$ cat src/rtl/helper_memory_arbiter_pkg.sv
// Shared types and defaults for the helper memory arbiter.
//   owner_t          : which port owns the response presented next cycle
//   DEF_*            : default widths and starvation limit
//   WRITE_ACK_DATA   : data word returned with a write acknowledge
package helper_memory_arbiter_pkg;

  typedef enum logic [1:0] {
    OWN_NONE = 2'd0,
    OWN_INS  = 2'd1,
    OWN_DAT  = 2'd2
  } owner_t;

  localparam int unsigned DEF_ADDRES_BIT   = 32;
  localparam int unsigned DEF_DATA_BIT     = 32;
  localparam int unsigned DEF_STARVE_LIMIT = 4;

  localparam int unsigned WRITE_ACK_DATA   = 0;

endpackage

$ cat src/rtl/arb_starve_counter.sv
// Saturating count of consecutive cycles a pending instruction request has
// been denied. Raises force_ins once the count reaches STARVE_LIMIT.
//   clk, rst_n  : clock, asynchronous active-low reset
//   ins_valid   : instruction request pending
//   ins_accept  : instruction request granted this cycle
//   force_ins   : instruction port must win this cycle
module arb_starve_counter
  import helper_memory_arbiter_pkg::*;
#(
  parameter int unsigned STARVE_LIMIT = DEF_STARVE_LIMIT
) (
  input  logic clk,
  input  logic rst_n,
  input  logic ins_valid,
  input  logic ins_accept,
  output logic force_ins
);

  localparam int unsigned      CNT_W = $clog2(STARVE_LIMIT + 1);
  localparam logic [CNT_W-1:0] LIMIT = CNT_W'(STARVE_LIMIT);

  logic [CNT_W-1:0] cnt;

  always_ff @(posedge clk or negedge rst_n) begin
    if (!rst_n) begin
      cnt <= '0;
    end else if (!ins_valid || ins_accept) begin
      cnt <= '0;
    end else if (cnt < LIMIT) begin
      cnt <= cnt + 1'b1;
    end
  end

  assign force_ins = ins_valid && (cnt >= LIMIT);

endmodule

$ cat src/rtl/helper_memory_arbiter.sv
// Shares a single-port helper memory between the instruction fetch port and
// the data port. One access per cycle; the data port has fixed priority
// unless the starvation guard forces an instruction grant. Read data is
// captured into per-port response registers and presented the cycle after
// accept (no response backpressure).
//   clk_i, rst_ni            : clock, asynchronous active-low reset
//   ins_req_* / ins_rsp_*    : instruction read request / response
//   ins_flush_i              : drop the instruction response due next cycle
//   dat_req_* / dat_rsp_*    : data read/write request / response
//   mem_*                    : memory address, write data, write enable, read data
module helper_memory_arbiter
  import helper_memory_arbiter_pkg::*;
#(
  parameter int unsigned ADDRES_BIT   = DEF_ADDRES_BIT,
  parameter int unsigned DATA_BIT     = DEF_DATA_BIT,
  parameter int unsigned STARVE_LIMIT = DEF_STARVE_LIMIT
) (
  input  logic                  clk_i,
  input  logic                  rst_ni,

  input  logic                  ins_req_valid_i,
  input  logic [ADDRES_BIT-1:0] ins_addr_i,
  output logic                  ins_req_ready_o,
  input  logic                  ins_flush_i,
  output logic                  ins_rsp_valid_o,
  output logic [DATA_BIT-1:0]   ins_rsp_data_o,

  input  logic                  dat_req_valid_i,
  input  logic                  dat_we_i,
  input  logic [ADDRES_BIT-1:0] dat_addr_i,
  input  logic [DATA_BIT-1:0]   dat_wdata_i,
  output logic                  dat_req_ready_o,
  output logic                  dat_rsp_valid_o,
  output logic [DATA_BIT-1:0]   dat_rsp_data_o,

  output logic [ADDRES_BIT-1:0] mem_addres_o,
  output logic [DATA_BIT-1:0]   mem_write_data_o,
  output logic                  mem_write_enable_o,
  input  logic [DATA_BIT-1:0]   mem_read_data_i
);

  logic                  force_ins;
  logic                  ins_grant;
  logic                  dat_grant;
  logic [ADDRES_BIT-1:0] last_addr;
  owner_t                owner;
  logic                  ins_flushed;
  logic [DATA_BIT-1:0]   ins_data;
  logic [DATA_BIT-1:0]   dat_data;

  arb_starve_counter #(
    .STARVE_LIMIT (STARVE_LIMIT)
  ) u_starve (
    .clk        (clk_i),
    .rst_n      (rst_ni),
    .ins_valid  (ins_req_valid_i),
    .ins_accept (ins_grant),
    .force_ins  (force_ins)
  );

  // Grants are qualified with reset so nothing is accepted (and no write
  // reaches the memory) while reset is held.
  always_comb begin
    dat_grant = rst_ni && dat_req_valid_i && !force_ins;
    ins_grant = rst_ni && ins_req_valid_i && !dat_grant;
  end

  assign ins_req_ready_o    = ins_grant;
  assign dat_req_ready_o    = dat_grant;

  assign mem_addres_o       = dat_grant ? dat_addr_i :
                              ins_grant ? ins_addr_i : last_addr;
  assign mem_write_data_o   = dat_wdata_i;
  assign mem_write_enable_o = dat_grant && dat_we_i && rst_ni;

  always_ff @(posedge clk_i or negedge rst_ni) begin
    if (!rst_ni) begin
      owner       <= OWN_NONE;
      last_addr   <= '0;
      ins_flushed <= 1'b0;
      ins_data    <= '0;
      dat_data    <= '0;
    end else if (ins_grant) begin
      owner       <= OWN_INS;
      last_addr   <= ins_addr_i;
      ins_flushed <= ins_flush_i;
      ins_data    <= mem_read_data_i;
    end else if (dat_grant) begin
      owner       <= OWN_DAT;
      last_addr   <= dat_addr_i;
      dat_data    <= dat_we_i ? DATA_BIT'(WRITE_ACK_DATA) : mem_read_data_i;
    end else begin
      owner       <= OWN_NONE;
    end
  end

  // A flush in the presentation cycle must suppress the response without
  // waiting a cycle, so it gates the registered owner combinationally.
  assign ins_rsp_valid_o = (owner == OWN_INS) && !ins_flushed && !ins_flush_i;
  assign dat_rsp_valid_o = (owner == OWN_DAT);
  assign ins_rsp_data_o  = ins_data;
  assign dat_rsp_data_o  = dat_data;

endmodule

$ cat config.mk
export PLATFORM = sky130hd
export DESIGN_NAME = helper_memory_arbiter
export DESIGN_NICKNAME = d
export VERILOG_FILES = /design/src/rtl/helper_memory_arbiter_pkg.sv /design/src/rtl/arb_starve_counter.sv /design/src/rtl/helper_memory_arbiter.sv
export SDC_FILE = /design/constraint.sdc
export NUM_CORES = 1
export LEC_CHECK = 0
export ABC_AREA = 1
export BUFFER_PORTS_ARGS = -buffer_cell sky130_fd_sc_hd__buf_2
export CAP_MARGIN = 15
export CORE_ASPECT_RATIO = 0.5
export CORE_MARGIN = 2
export CORE_UTILIZATION = 30
export DETAILED_ROUTE_END_ITERATION = 10
export HOLD_SLACK_MARGIN = 0.03
export SYNTH_ARGS = -nofsm -noshare
export SYNTH_HDL_FRONTEND = slang
export SYNTH_SLANG_ARGS = --single-unit
$ cat constraint.sdc
create_clock -name clk_i -period 1.46 [get_ports clk_i]
set_input_delay 0.292 -clock clk_i [delete_from_list [all_inputs] [get_ports clk_i]]
set_output_delay 0.292 -clock clk_i [all_outputs]
set_load 0.05 [all_outputs]
# Word level (Yosys, flattened, before mapping)
# Cells that the tools add are included.
# Widths: inputs -> output; s select.
# totals
reg_bits	102
in_bits	134
output_inout_bits	133
word_cells	39
# classes
n_addsub	1
n_lt_le_gt_ge	2
n_eq_ne	2
mux	9
bitwise	1
n_reduce_logical	18
# op_table
operator	n
$mux 32	5
$logic_and 1x1->1	9
$mux 3	2
$logic_not 1->1	5
$mux 2	2
$reduce_bool 2->1	2
$add 3x1->3 const B	1
$ge 3x3->1 const B	1
$lt 3x3->1 const B	1
$eq 2x1->1 const B	1
$eq 2x2->1 const B	1
$reduce_and 2->1	1
$logic_or 1x1->1	1
$not 1->1	1

# Depth between registers and ports, before layout
# Gate-level depths: netlist of the first run.
# depth
ltp_word	8
ltp_mapped	8
mapped_depth_nobuf	7

# Hierarchy
# From an unflattened synthesis of the first run, not the netlist that was laid out.
# hier_totals
cells_unflattened	557
area_unflattened_um2	4660.7
# by_module_without_submodules
module	instances	cells_per_inst	area_each_um2	seq_area_each_um2
helper_memory_arbiter	1	533	4496.8	2477.4
arb_starve_counter	1	24	163.9	75.1

# Worst setup path before layout of the first run
# Ideal clock, no wire load.
# synth_timing
kind	reg-to-output
start	register u_starve.cnt[2]
end	output port mem_addres_o[22]
arrival_time_ps	1584
required_ps	1168
slack_ps	-416
stages_incl_launch_ff	9
n_path_buf	1
path_cell_list	dfrtp_1 -> nand2_1 -> inv_1 -> nor2_2 -> buf_2 -> nand2_1 -> nand2_1 -> inv_1 -> nand2_1
# synth_between
elab_chain_len	8
# synth_rtl
item	line	source
from (decl)	arb_starve_counter.sv:22	logic [CNT_W-1:0] cnt;
from (signal assigned)	arb_starve_counter.sv:30	cnt <= cnt + 1'b1;
$ge 3x3->1 *	arb_starve_counter.sv:34	assign force_ins = ins_valid && (cnt >= LIMIT);
$logic_and 1x1->1 *	arb_starve_counter.sv:34	
$logic_not 1->1 *	helper_memory_arbiter.sv:64	dat_grant = rst_ni && dat_req_valid_i && !force_ins;
$logic_and 1x1->1 *	helper_memory_arbiter.sv:64	
named net dat_req_ready_o	helper_memory_arbiter.sv:32	output logic dat_req_ready_o,
$logic_not 1->1	helper_memory_arbiter.sv:65	ins_grant = rst_ni && ins_req_valid_i && !dat_grant;
$logic_and 1x1->1	helper_memory_arbiter.sv:65	
$mux 32	helper_memory_arbiter.sv:72	ins_grant ? ins_addr_i : last_addr;
$mux 32 *	helper_memory_arbiter.sv:71	assign mem_addres_o = dat_grant ? dat_addr_i :
to (decl)	helper_memory_arbiter.sv:36	output logic [ADDRES_BIT-1:0] mem_addres_o,
# The timed path passes the listed nets; every way through them passes the cells marked *.

# Final worst setup path of the first run
# layout_timing
start	register u_starve.cnt[2]
end	output port mem_addres_o[27]
# layout_between
elab_chain_len	8
# layout_rtl
item	line
$ge 3x3->1 *	arb_starve_counter.sv:34
$logic_and 1x1->1 *	arb_starve_counter.sv:34
$logic_not 1->1 *	helper_memory_arbiter.sv:64
$logic_and 1x1->1 *	helper_memory_arbiter.sv:64
$logic_not 1->1	helper_memory_arbiter.sv:65
$logic_and 1x1->1	helper_memory_arbiter.sv:65
$mux 32	helper_memory_arbiter.sv:72
$mux 32 *	helper_memory_arbiter.sv:71
# Every way passes the cells marked *; elsewhere a longest branch is shown, timed or not.

==> results of run 1 <==
-- cell usage after synthesis (all sizes together) --
cell	number	share of area
inv	39	0.031
o21ai	32	0.034
nand3	34	0.036
clkbuf	15	0.012
o21bai	2	0.0032
nand2	329	0.26
nor3	1	0.0011
o211ai	1	0.0016
nor2	9	0.0082
buf	46	0.068
dfrtp	102	0.54
ha	1	0.0026
-- area by class of cell --
| cell class | count | area, um^2 |
|---|---|---|
| clock buffers | 13 | 270 |
| flip-flops and latches | 102 | 2550 |
| fillers | 1491 | 8080 |
| multi-input cells | 409 | 2070 |
| inverters | 39 | 146 |
| clock inverters | 1 | 5.00 |
| diodes | 1 | 2.50 |
| well taps | 204 | 255 |
| repair buffers | 275 | 2040 |
-- logic make-up (layout without fill, tap and decap cells) --
group,Yosys count,count (layout),synth area share
simple gates,373,373,0.307
buf+inv,100,328,0.111
compound gates,35,35,0.0387
other cells,0,1,0
flops,102,102,0.540
fa+ha+maj,1,1,0.00265
-- through the flow --
stage	setup TNS (ps)	cells	total power, mW
final	-16110	1044	8.96
after global routing	-21860	1043	9.41
after CTS	-15610	1037	8.97
after detailed placement	-13810	1014	6.31
after global placement	-13580	1014	6.28
after floorplan	-440	611	5.67
-- state kept, by name, summed over array words and instances (netlist names) --
signal          flops
owner               2
u_starve.cnt        3
last_addr          32
ins_rsp_data_o     32
dat_rsp_data_o     32
ins_flushed         1
-- repair_timing --
item	4_1_cts	5_1_grt
buffers inserted	7	5
endpoints found under the setup margin	36	91
resized for setup	153	49
pin swaps	18	8
endpoints found under the hold margin	20	0
gates cloned	0	4
hold buffers	2	0
-- worst paths after layout --
check | end | slack [ps]
min in group clk_i | ins_rsp_data_o[26]$_DFFE_PN0P_ | 170
hold reg to reg | ins_rsp_data_o[27]$_DFFE_PN0P_ | 460
hold / removal | last_addr[17]$_DFFE_PN0P_ | 120
setup / recovery | mem_addres_o[27] | -500
max in group asynchronous | ins_rsp_data_o[21]$_DFFE_PN0P_ | 510
setup reg to reg | ins_rsp_data_o[7]$_DFFE_PN0P_ | -60
-- power by group through the flow --
stage | sequential (mW) | combinational (mW) | clock (mW)
2_1_floorplan | 4.23 | 1.44 | 0
5_1_grt | 3.41 | 3.55 | 2.45
3_3_place_gp | 3.39 | 2.89 | 0
4_1_cts | 3.36 | 3.27 | 2.34
3_5_place_dp | 3.40 | 2.91 | 0
6_report | 3.37 | 3.33 | 2.26
-- routing by layer --
layer / up-vias / wire, um
met5: - / 0
met4: 0 / 344
met3: 34 / 677
li1: 2282 / -
met1: 2111 / 6040
met2: 108 / 7210
-- critical path, cell delays in order, from the launching register on --
cell and delay [ps]:
dfrtp_1 400, nand2_2 80, inv_2 50, nor2_4 190
nor2_4 70, buf_8 140, buf_8 130, nand2_4 70
nand2_4 50, buf_8 140
==> results.ini, run 1 <==
[pwr]
p_int_mw = 5.54
comb_power_share = 0.372
p_per_area_nw_per_um2 = 1220
p_seq_frac = 0.376
p_leak_nw = 4.11
p_clk_frac = 0.252
ir_worst_vdd_uv = 580
p_sw_frac = 0.382
p_sw_mw = 3.42

[placement]
gp_congestion = 0.781
dp_hpwl_mm = 9.79
portBuffers = 202
post_dp_cell_area_um2 = 6340
dpl_worst_slack_ps = -302

[route]
drt-total-wl_mm = 14.3
routedWlPerCell_um = 13.7
drcViolationCount = 0
drt_iter0_markers = 103
viasPerCell = 4.34
detail-route-antenna-nets = 0
num_vias = 4535
dr.pass1.iters = 4

[sta]
rsz0062_at_grt = true
fin_ws_ps = -503
slew_violations = 0
fin_worst_skew_ps = 6.58
relSlewSlack = 0.463
min_period_ps = 1960
worst_slew_pin_slew_ps = 806
period_share = 1.34
whs_ps = 119
fmax_mhz = 509
setup_violations = 60
hold_viol_final = 0

[worst_setup_path]
critPathCaptureType = output port
cp-startpoint = u_starve.cnt[2]$_DFFE_PN0P_
critPathMaxFanout = 6
arrival_ps = 1670
cp-start-kind = register
ff2ff_path_depth = 9
critPathRequiredTime_ps = 1170
crit_type = reg2out
r2r-start = u_starve.cnt[2]$_DFFE_PN0P_

[synthesis]
synth_seq_cells = 102
yosys_warnings = 0
syn-num-nets = 746
synth-seq-area-share = 0.540
syn_avg_cell_area_um2 = 7.73
synth_area_um2 = 4720
ys_types = 16
syn_inst = 611

[grt]
grt_pass1_wl_mm = 22.0
top_usage_layer = met2
antenna_found_initial = 1
grt.overflow.total = 0
grt_use_met1 = 0.193
grt_max_degree = 46
grt_pass1_vias = 4573
grt_use_met3 = 0.0440
grt_use_total = 0.165
grt_use_met2 = 0.291

[cts]
htree_levels = 3
clk_latency_ps = 330
cts-root-buf = clkbuf_16
cts.sinks = 102
cts_tree = done
numCtsBuffers = 9
clk_pin_slew_worst_paths_ps = 70
cts_max_path_buffers = 2

[run_status]
status = finished, violations left
violations = negative setup slack

[finish]
final_common_cell = nand2_1
area_growth_pct = 55.4
drive_above_1_share = 0.478
stdcell_area_um2 = 7340
mostFrequentLayoutCells = nand2_1, buf_2, dfrtp_1
fin_nets = 971
final_core_util = 0.476

[flow_run]
maxCapViolCount = 0

[floorplan]
num_rows = 32
die_area_um2 = 16800
chipWidth_um = 181
initial_core_util = 0.306
pin_count = 267
core_region_area_um2 = 15400
die_y_um = 92.7

[hold_path]
hold_path.class = in2async

No activity file was read; power rests on OpenSTA's default activity.
==> inputs of run 2 (changes only) <==
==> constraint.sdc (replaced) <==
create_clock -name clk_i -period 1.46 [get_ports clk_i]
set_input_delay 0.146 -clock clk_i [delete_from_list [all_inputs] [get_ports clk_i]]
set_output_delay 0.146 -clock clk_i [all_outputs]
set_load 0.05 [all_outputs]
==> results.ini, run 2 (synthesis gave the netlist of run 1 again) <==
[cts]
clk_pin_slew_worst_paths_ps = 70
clk_latency_ps = 340
cts.sinks = 102
cts_max_path_buffers = 2
numCtsBuffers = 9
htree_levels = 3
cts-root-buf = clkbuf_16
cts_tree = done

[sta]
fin_setup_tns_ps = -13470
fmax_mhz = 546
period_share = 1.25
slew_violations = 0
relSlewSlack = 0.438
rsz0062_at_grt = true
min_period_ps = 1830
whs_ps = 34.8
setup_violations = 67
hold_viol_final = 0
worst_slew_pin_slew_ps = 842
fin_worst_skew_ps = 8.54
fin_ws_ps = -372

[worst_setup_path]
critPathMaxFanout = 16
reg2reg_slack_ps = -90
critPathCaptureType = output port
critPathRequiredTime_ps = 1310
cp-start-kind = register
crit_type = reg2out
arrival_ps = 1690

[finish]
drive_above_1_share = 0.492
area_growth_pct = 64.3
mostFrequentLayoutCells = nand2_1, buf_2, nand2_2
fin_nets = 982
nFillCells = 1443
stdcell_area_um2 = 7760
n_antenna_cell = 0
final_core_util = 0.503
regArea_um2 = 2550
final_common_cell = nand2_1
multi_input_area_um2 = 2130

[route]
drt_iter0_markers = 147
dr.pass1.iters = 5
viasPerCell = 4.37
detail-route-antenna-nets = 0
drcViolationCount = 0
drt-total-wl_mm = 14.5
num_vias = 4611
routedWlPerCell_um = 13.7

[hold_path]
hold_path.class = in2reg

[floorplan]
initial_core_util = 0.306
die_y_um = 92.7
pin_count = 267
die_area_um2 = 16800
num_rows = 32
core_region_area_um2 = 15400
chipWidth_um = 181

[pwr]
p_per_area_nw_per_um2 = 1210
ir_worst_vdd_uv = 778
p_leak_nw = 4.31

[placement]
gp_congestion = 0.777
dp_hpwl_mm = 9.33
portBuffers = 202
post_dp_cell_area_um2 = 6030

[run_status]
status = finished, violations left
violations = negative setup slack

[grt]
grt_pass1_vias = 4494
grt.overflow.total = 0
antenna_found_initial = 0
grt_max_degree = 67
grt_use_total = 0.164
grt_pass1_wl_mm = 22.1

[flow_run]
maxCapViolCount = 0

## run 2: changes by cell type in the layout (fill, tap and decap cells not counted), sizes merged
cell / previous run / this run
bufinv: 0 / 2
inv: 39 / 41
diode: 1 / 0
dlymetal6s4s: 1 / 0
clkbuf: 16 / 13
clkinv: 1 / 2
dlygate4sd3: 1 / 38
buf: 270 / 244
clkinvlp: 0 / 1
## run 2: what timing repair did
item / 4_1_cts / 5_1_grt
setup buffers: 7 / 6
gates cloned: 2 / 4
setup endpoints to repair: 36 / 70
endpoints found under the hold margin: 36 / 1
gates resized for setup: 108 / 159
pin swaps: 3 / 21
hold buffers: 37 / 1
## run 2: routing by layer
layer  share of wire  GRT usage
met4           0.028     0.0562
met1            0.40      0.190
met2            0.53      0.304
met3           0.047     0.0350
met5               0          0
## run 2: worst paths after layout
path                                                   to                           from  cells after the start
setup / recovery                         mem_addres_o[15]    u_starve.cnt[2]$_DFFE_PN0P_                      9
hold / removal                  last_addr[13]$_DFFE_PN0P_                 ins_addr_i[13]                      3
setup reg to reg           ins_rsp_data_o[11]$_DFFE_PN0P_    u_starve.cnt[2]$_DFFE_PN0P_                     10
hold reg to reg             ins_rsp_data_o[4]$_DFFE_PN0P_  ins_rsp_data_o[4]$_DFFE_PN0P_                      2
max in group asynchronous       last_addr[26]$_DFFE_PN0P_                         rst_ni                      4
min in group asynchronous        last_addr[6]$_DFFE_PN0P_                         rst_ni                      2
## run 2: worst max-delay path, stage by stage (launching register included)
cell and delay (ps):
dfrtp_1 360, nand2_2 70, inv_2 80, nor2_4 50
nor2_4 160, buf_12 130, buf_12 160, nand2_1 100
nand2_2 80, buf_6 150
## run 2: power breakdown
group          leakage (nW)  switching [mW]  internal [mW]  total [mW]
Clock                 0.156            1.08           1.51        2.59
Combinational          2.87            2.30           1.12        3.42
Sequential             1.29           0.160           3.19        3.35
## run 2: stage by stage
| stage | worst slack [ps] | total power [mW] | std cells |
|---|---|---|---|
| floorplan | 45.1 | 5.58 | 611 |
| global placement | -20.5 | 6.15 | 985 |
| detailed placement | -69.3 | 6.18 | 985 |
| CTS | -372 | 9.20 | 1047 |
| global route | -458 | 9.81 | 1056 |
| finish | -372 | 9.37 | 1056 |
## run 2: cell type report
| type | instances | share of cell area |
|---|---|---|
| tap | 204 | 0.0329 |
| timing repair buffer | 286 | 0.303 |
| sequential | 102 | 0.329 |
| clock inverter | 7 | 0.0123 |
| clock buffer | 9 | 0.0290 |
| multi-input combinational | 409 | 0.275 |
| inverter | 39 | 0.0189 |
